[src/rtl/tag_control_pkg.sv]
// Shared types and sizing for the command-tag allocator.
package tag_control_pkg;
   localparam int TAG_COUNT   = 256;
   localparam int TAG_WIDTH   = $clog2(TAG_COUNT);
   localparam int CU_ID_RANGE = 8;

   typedef logic [CU_ID_RANGE-1:0] cu_id_t;
   typedef logic [0:TAG_WIDTH-1]   tag_t;
   typedef logic [TAG_WIDTH:0]     count_t;

   localparam tag_t   INVALID_TAG = '0;
   localparam tag_t   LAST_TAG    = tag_t'(TAG_COUNT - 1);
   localparam count_t MAX_OUT     = count_t'(TAG_COUNT - 1);

   typedef enum logic [1:0] {
      TAG_RESET,
      TAG_INIT,
      TAG_RUN
   } tag_control_state_t;
endpackage

[src/rtl/tag_control_if.sv]
// Tag request/grant and tag free/lookup bundle between CUs and tag_control.
interface tag_control_if;
   import tag_control_pkg::*;

   logic   tag_request_valid;
   cu_id_t tag_request_cu_id;
   logic   tag_response_valid;
   tag_t   tag_response_tag;
   logic   tag_free_valid;
   tag_t   tag_free_tag;
   logic   tag_free_cu_id_valid;
   cu_id_t tag_free_cu_id;
   logic   tags_available;
   count_t tags_outstanding;
   logic   tag_error;

   modport master (
      output tag_request_valid, tag_request_cu_id,
      output tag_free_valid, tag_free_tag,
      input  tag_response_valid, tag_response_tag,
      input  tag_free_cu_id_valid, tag_free_cu_id,
      input  tags_available, tags_outstanding, tag_error
   );

   modport slave (
      input  tag_request_valid, tag_request_cu_id,
      input  tag_free_valid, tag_free_tag,
      output tag_response_valid, tag_response_tag,
      output tag_free_cu_id_valid, tag_free_cu_id,
      output tags_available, tags_outstanding, tag_error
   );
endinterface

[src/rtl/tag_control_free_fifo.sv]
// Synchronous FIFO (power-of-two depth) with occupancy count; storage is not reset.
module tag_free_fifo
   import tag_control_pkg::*;
#(
   parameter int DEPTH = TAG_COUNT,
   parameter int WIDTH = TAG_WIDTH
) (
   input  logic                   clk,
   input  logic                   rst_n,
   input  logic                   push_i,
   input  logic [WIDTH-1:0]       data_i,
   input  logic                   pop_i,
   output logic [WIDTH-1:0]       data_o,
   output logic                   empty_o,
   output logic [$clog2(DEPTH):0] count_o
);
   localparam int AW = $clog2(DEPTH);

   logic [WIDTH-1:0] mem_q [DEPTH];
   logic [AW-1:0]    wr_q;
   logic [AW-1:0]    rd_q;
   logic [AW:0]      cnt_q;
   logic             do_push;
   logic             do_pop;

   assign do_push = push_i && (cnt_q != (AW+1)'(DEPTH));
   assign do_pop  = pop_i && (cnt_q != '0);

   always_ff @(posedge clk) begin
      if (do_push) mem_q[wr_q] <= data_i;
   end

   // Pointers wrap naturally at DEPTH.
   always_ff @(posedge clk or negedge rst_n) begin
      if (!rst_n) begin
         wr_q  <= '0;
         rd_q  <= '0;
         cnt_q <= '0;
      end else begin
         if (do_push) wr_q <= wr_q + 1'b1;
         if (do_pop)  rd_q <= rd_q + 1'b1;
         cnt_q <= cnt_q + (AW+1)'(do_push) - (AW+1)'(do_pop);
      end
   end

   assign data_o  = mem_q[rd_q];
   assign empty_o = (cnt_q == '0);
   assign count_o = cnt_q;
endmodule

[src/rtl/tag_control.sv]
// Command-tag allocator: free-list FIFO plus tag-to-CU table.
// Optional TAG_CONTROL_ERROR_CHECK_EN adds an allocated bitmap and sticky tag_error.
module tag_control
   import tag_control_pkg::*;
(
   input logic          clock,
   input logic          rstn,
   input logic          enabled,
   tag_control_if.slave bus
);
   tag_control_state_t state_q;
   tag_t               init_tag_q;
   logic               resp_valid_q;
   tag_t               resp_tag_q;
   logic               free_valid_q;
   cu_id_t             free_cu_q;
   logic               avail_q;
   count_t             out_q;
   cu_id_t             table_q [TAG_COUNT];

   logic   run;
   logic   init;
   logic   grant;
   logic   free_ok;
   logic   push;
   tag_t   push_tag;
   tag_t   head;
   logic   fifo_empty;
   count_t fifo_cnt;
   count_t cnt_next;

   assign run   = (state_q == TAG_RUN);
   assign init  = (state_q == TAG_INIT);
   assign grant = run && bus.tag_request_valid && !fifo_empty;

`ifdef TAG_CONTROL_ERROR_CHECK_EN
   logic [TAG_COUNT-1:0] alloc_q;
   logic                 err_q;
   logic                 free_bad;

   assign free_ok  = run && bus.tag_free_valid && alloc_q[bus.tag_free_tag];
   assign free_bad = run && bus.tag_free_valid && !alloc_q[bus.tag_free_tag];

   // Tag 0 is never granted, so its bit stays clear and its free is flagged.
   always_ff @(posedge clock or negedge rstn) begin
      if (!rstn) begin
         alloc_q <= '0;
         err_q   <= 1'b0;
      end else begin
         if (grant)    alloc_q[head] <= 1'b1;
         if (free_ok)  alloc_q[bus.tag_free_tag] <= 1'b0;
         if (free_bad) err_q <= 1'b1;
      end
   end

   assign bus.tag_error = err_q;
`else
   assign free_ok = run && bus.tag_free_valid &&
                    (bus.tag_free_tag != INVALID_TAG);
   assign bus.tag_error = 1'b0;
`endif

   // Freed tags go to the tail, never bypassed to a same-cycle request.
   assign push     = init || free_ok;
   assign push_tag = init ? init_tag_q : bus.tag_free_tag;
   assign cnt_next = fifo_cnt + count_t'(push) - count_t'(grant);

   tag_free_fifo #(
      .DEPTH (TAG_COUNT),
      .WIDTH (TAG_WIDTH)
   ) u_fifo (
      .clk     (clock),
      .rst_n   (rstn),
      .push_i  (push),
      .data_i  (push_tag),
      .pop_i   (grant),
      .data_o  (head),
      .empty_o (fifo_empty),
      .count_o (fifo_cnt)
   );

   always_ff @(posedge clock) begin
      if (grant) table_q[head] <= bus.tag_request_cu_id;
   end

   always_ff @(posedge clock or negedge rstn) begin
      if (!rstn) begin
         state_q      <= TAG_RESET;
         init_tag_q   <= tag_t'(1);
         resp_valid_q <= 1'b0;
         resp_tag_q   <= '0;
         free_valid_q <= 1'b0;
         free_cu_q    <= '0;
         avail_q      <= 1'b0;
         out_q        <= '0;
      end else begin
         resp_valid_q <= grant;
         if (grant) resp_tag_q <= head;
         free_valid_q <= free_ok;
         if (free_ok) free_cu_q <= table_q[bus.tag_free_tag];
         if (grant && !free_ok && out_q != MAX_OUT)
            out_q <= out_q + 1'b1;
         else if (free_ok && !grant && out_q != '0)
            out_q <= out_q - 1'b1;
         unique case (state_q)
            TAG_RESET: begin
               if (enabled) state_q <= TAG_INIT;
            end
            TAG_INIT: begin
               init_tag_q <= init_tag_q + 1'b1;
               if (init_tag_q == LAST_TAG) begin
                  state_q <= TAG_RUN;
                  avail_q <= 1'b1;
               end
            end
            TAG_RUN: begin
               avail_q <= (cnt_next != '0);
            end
            default: state_q <= TAG_RESET;
         endcase
      end
   end

   assign bus.tag_response_valid   = resp_valid_q;
   assign bus.tag_response_tag     = resp_tag_q;
   assign bus.tag_free_cu_id_valid = free_valid_q;
   assign bus.tag_free_cu_id       = free_cu_q;
   assign bus.tags_available       = avail_q;
   assign bus.tags_outstanding     = out_q;
endmodule

[src/flat_wrapper.sv]
// flat-port wrapper written by rule: the top's interface ports become plain ports
module tag_control_flat import tag_control_pkg::*;
  (clock, rstn, enabled, bus_tag_request_valid, bus_tag_request_cu_id, bus_tag_free_valid, bus_tag_free_tag, bus_tag_response_valid, bus_tag_response_tag, bus_tag_free_cu_id_valid, bus_tag_free_cu_id, bus_tags_available, bus_tags_outstanding, bus_tag_error);
  tag_control_if bus_i ();
  input logic clock;
  input logic rstn;
  input logic enabled;
  input wire logic [$bits(bus_i.tag_request_valid)-1:0] bus_tag_request_valid;
  input wire logic [$bits(bus_i.tag_request_cu_id)-1:0] bus_tag_request_cu_id;
  input wire logic [$bits(bus_i.tag_free_valid)-1:0] bus_tag_free_valid;
  input wire logic [$bits(bus_i.tag_free_tag)-1:0] bus_tag_free_tag;
  output wire logic [$bits(bus_i.tag_response_valid)-1:0] bus_tag_response_valid;
  output wire logic [$bits(bus_i.tag_response_tag)-1:0] bus_tag_response_tag;
  output wire logic [$bits(bus_i.tag_free_cu_id_valid)-1:0] bus_tag_free_cu_id_valid;
  output wire logic [$bits(bus_i.tag_free_cu_id)-1:0] bus_tag_free_cu_id;
  output wire logic [$bits(bus_i.tags_available)-1:0] bus_tags_available;
  output wire logic [$bits(bus_i.tags_outstanding)-1:0] bus_tags_outstanding;
  output wire logic [$bits(bus_i.tag_error)-1:0] bus_tag_error;
  assign bus_i.tag_request_valid = bus_tag_request_valid;
  assign bus_i.tag_request_cu_id = bus_tag_request_cu_id;
  assign bus_i.tag_free_valid = bus_tag_free_valid;
  assign bus_i.tag_free_tag = bus_tag_free_tag;
  assign bus_tag_response_valid = bus_i.tag_response_valid;
  assign bus_tag_response_tag = bus_i.tag_response_tag;
  assign bus_tag_free_cu_id_valid = bus_i.tag_free_cu_id_valid;
  assign bus_tag_free_cu_id = bus_i.tag_free_cu_id;
  assign bus_tags_available = bus_i.tags_available;
  assign bus_tags_outstanding = bus_i.tags_outstanding;
  assign bus_tag_error = bus_i.tag_error;
  tag_control u_core (.clock(clock), .rstn(rstn), .enabled(enabled), .bus(bus_i));
endmodule
[config.mk]
export PLATFORM = sky130hd
export DESIGN_NAME = tag_control_flat
export DESIGN_NICKNAME = d
export VERILOG_FILES = /design/src/rtl/tag_control_pkg.sv /design/src/rtl/tag_control_if.sv /design/src/rtl/tag_control_free_fifo.sv /design/src/rtl/tag_control.sv /design/src/flat_wrapper.sv
export SDC_FILE = /design/constraint.sdc
export NUM_CORES = 2
export LEC_CHECK = 0
export CAP_MARGIN = 20
export CORE_MARGIN = 4
export CORE_UTILIZATION = 45
export CTS_BUF_LIST = sky130_fd_sc_hd__clkbuf_4
export CTS_CLUSTER_DIAMETER = 30
export CTS_CLUSTER_SIZE = 40
export DETAILED_ROUTE_END_ITERATION = 8
export GPL_TIMING_DRIVEN = 0
export PLACE_DENSITY_LB_ADDON = 0.12
export SLEW_MARGIN = 10
export SYNTH_ARGS = -nofsm -noshare
export SYNTH_HDL_FRONTEND = slang
export SYNTH_SLANG_ARGS = --single-unit
[constraint.sdc]
create_clock -name clock -period 30.6 [get_ports clock]
set_input_delay 6.12 -clock clock [delete_from_list [all_inputs] [get_ports clock]]
set_output_delay 6.12 -clock clock [all_outputs]
set_load 0.02 [all_outputs]
==> results.json <==
{
  "grt_max_degree": 157,
  "holdWs_ps": 471.6,
  "cts-root-buf": "clkbuf_4",
  "hold_depth": 1,
  "power.leakage_nw": 59.66,
  "synth_cell_types": 101,
  "postCtsSetupRepairBufs": 0,
  "worst_pin_slew_ps": 1401,
  "synth_area_mm2": 0.1640,
  "cts_tree": "done",
  "cts_inserted_buffers": 810,
  "gp_congestion": 1.025,
  "firstDrtPassIters": 7,
  "maxCapViolations": 0,
  "period_needed_ps": 11260,
  "grt_pass1_vias": 90850,
  "via_count": 94360,
  "ctsLongestPathBuffers": 4,
  "ys.flop_type": "edfxtp_1",
  "core_mm2": 0.3628,
  "numPortBuffers": 45,
  "fin_crit_sh_pct": 36.80,
  "ios": 50,
  "hold_viol_final": 0,
  "grt_pass1_wl_um": 796300,
  "die_area_mm2": 0.3742,
  "hp-class": "reg2reg",
  "synth_area_leaders": "edfxtp_1, mux4_2, mux2i_1",
  "relSlewSlack_pct": 6.606,
  "ys_top_cells_by_count": "edfxtp_1, mux4_2, mux2i_1, nor2_1, a21oi_1",
  "rows": 221,
  "grtUsageTotal_pct": 31.77,
  "peakVddDrop_v": 0.00005873,
  "cp-end-kind": "register",
  "synth_top_family_by_area": "multiplexers",
  "rsz0062_at_grt": "false",
  "clock_sinks": 4159,
  "critPathKind": "in2reg",
  "worstRegToRegCells": 16,
  "drt-total-wl_um": 604100,
  "rr_startpoint": "u_core.u_fifo.rd_q[1]",
  "critPathArrivalTime_ps": 12600,
  "h-tree-depth": 6,
  "yosysTopAreaCell": "edfxtp_1",
  "synth_xor_area_share_pct": 0.2350,
  "syn-num-nets": 8233,
  "p_per_area_mw_per_mm2": 69.36,
  "yosys.area.top_type_share_pct": 74.99,
  "nets": 9221,
  "maxSlewViolCount": 0,
  "slowest_stage": "nand2_1",
  "chipWidth_um": 611.7,
  "overflow": 0,
  "vias_per_cell": 6.416,
  "area_growth_pct": 14.02,
  "critical_path_buf_inv_count": 5,
  "worstHoldEndpoint": "u_core.state_q[0]",
  "critical_path.top_delay_family": "simple AND/OR/NAND/NOR gates",
  "r2r_end": "u_core.table_q[206][6]",
  "path_cells": "clkdlybuf4s50_1 > or2_2 > clkbuf_1 > or4_1 > nand3_1 > a21oi_1 > inv_1 > nor3b_1 > nand2_1 > clkbuf_2 > buf_16 > nor2_1",
  "initial_core_util_pct": 45.21,
  "synth-adder-area-share_pct": 0.2502,
  "rrSetupSlack_ps": 20280,
  "cts_resized": 0,
  "wire_per_inst_um": 41.07,
  "required_ps": 31940,
  "placed_cell_area_mm2": 0.1733,
  "cpPeakStageDelay_ps": 910,
  "fin_area_mm2": 0.1870,
  "yosysMostFrequentCell": "edfxtp_1",
  "fmax_mhz": 88.80,
  "synth_edf_count": 4096,
  "fin_worst_skew_ps": 277.4,
  "die_y_um": 611.7,
  "worst_setup_path_start_kind": "input port",
  "avgSynthCellArea_um2": 20.05,
  "drc_errors": 0,
  "ys_seq_elements": 4159,
  "drtIter0Drc": 14340,
  "clk_latency_ps": 1800,
  "drive_gt1_share_pct": 26.47,
  "cts_hold_buf": 0,
  "async_flop_share_pct": 1.515,
  "synth_compound_gate_area_share_pct": 4.019,
  "syn_inst": 8181,
  "yosysWarnings": 0,
  "setup_viol": 0,
  "status": "completed",
  "cts.clk_slew.worst_paths_ps": 80,
  "ys_seq_area_share_pct": 75.95,
  "yosys.area_share.simple_pct": 2.832,
  "hpwl_um": 399800,
  "antenna_found_initial": 41,
  "muxShareOfSynthArea_pct": 14.83,
  "drtAntennaViolNets": 0,
  "crit_fanout": 9,
  "hold_start": "u_core.state_q[1]"
}
how the worst max path moves through the flow:
| stage | start | end | slack, ps | cells after the start |
|---|---|---|---|---|
| global route | bus_tag_free_tag[2] | u_core.u_fifo.mem_q[1][7] | 19310 | 11 |
| finish | bus_tag_free_tag[2] | u_core.u_fifo.mem_q[139][2] | 19340 | 12 |
| global placement | bus_tag_free_tag[4] | u_core.u_fifo.mem_q[94][4] | -3170 | 4 |
| CTS | bus_tag_free_tag[2] | u_core.u_fifo.mem_q[75][1] | 19670 | 12 |
| detailed placement | bus_tag_free_tag[2] | u_core.u_fifo.mem_q[139][1] | 17870 | 12 |
| floorplan | bus_tag_free_tag[3] | u_core.u_fifo.mem_q[0][3] | 11720 | 5 |
metal layers:
layer  track usage [%]  part of all wire, %  up-vias
li1                  -                    -    36610
met1             39.74                   35    49370
met2             49.24                   46     6763
met3             8.762                   11     1615
met4             19.94                  7.3        8
met5                 0               0.0079        -
logic make-up (layout without fill, tap and decap cells):
kind of cell,Yosys count,in the layout
muxes,1456,1456
xor gates and xnor gates,44,44
buffers and inverters,551,2235
DFF,4159,4159
adders and majority gates,31,31
AOI/OAI and AO/OA,928,928
other,1,49
and+or+nand+nor,1011,1011
final cells by class:
type / instances / area, um2
multi-input combinational: 3471 / 36490
clock buffer: 913 / 6854
inverter: 37 / 138.9
fill: 29450 / 175800
timing repair buffer: 176 / 3162
sequential: 4159 / 124600
clock inverter: 595 / 6620
antenna: 48 / 120.1
buffer: 514 / 3057
tap: 4794 / 5998
registers in the layout, indices dropped and copies added, names as in the netlist:
name / cells
u_core.bus.tag_response_tag: 8
u_core.bus.tag_response_valid: 1
u_core.u_fifo.rd_q: 8
u_core.bus.tag_free_cu_id: 8
u_core.u_fifo.count_o: 9
u_core.u_fifo.mem_q: 2048
u_core.u_fifo.wr_q: 8
u_core.bus.tags_available: 1
u_core.bus.tags_outstanding: 9
u_core.init_tag_q: 8
u_core.state_q: 2
u_core.bus.tag_free_cu_id_valid: 1
u_core.table_q: 2048
where the power goes:
part | leakage (nW) | internal, W | switching (W) | total (W)
registers | 37.6 | 0.00666 | 0.0000264 | 0.00668
clock network | 7.25 | 0.00263 | 0.00239 | 0.00502
logic | 14.8 | 0.000310 | 0.000960 | 0.00127
total | 59.7 | 0.00959 | 0.00338 | 0.0130
cell usage in the layout (no fill, tap or decap), types with 51 or more instances in the layout:
cell / Yosys / routed
buf_2: 60 / 91
nor3_1: 68 / 67
mux2i_1: 668 / 668
nand2_1: 156 / 151
nor2_1: 583 / 577
o221ai_1: 250 / 250
mux4_2: 700 / 700
buf_6: 37 / 56
clkinv_4: 0 / 67
clkinvlp_4: 0 / 86
clkinv_1: 1 / 138
edfxtp_1: 4096 / 4096
a21oi_1: 264 / 264
o22ai_1: 136 / 136
bufinv_16: 0 / 129
buf_1: 83 / 53
clkbuf_4: 5 / 918
buf_12: 23 / 53
buf_16: 0 / 51
clkbuf_2: 6 / 74
a22oi_1: 86 / 86
mux4_1: 59 / 59
clkinv_2: 0 / 121
dfrtp_1: 62 / 62
clkbuf_1: 254 / 186
metrics by stage:
stage | cells | power (W) | worst slack (ps) | TNS (ps) | util, %
4_1_cts | 14650 | 0.01297 | 19670 | 0 | 51.47
2_1_floorplan | 8181 | 0.007499 | 11720 | 0 | -
3_5_place_dp | 13140 | 0.008042 | 17870 | 0 | 47.76
6_report | 14710 | 0.01297 | 19340 | 0 | 51.55
3_3_place_gp | 13020 | 0.008256 | -3171 | -1265020 | 46.99
5_1_grt | 14670 | 0.01333 | 19310 | 0 | 51.52
No activity file was read; power rests on OpenSTA's default activity.
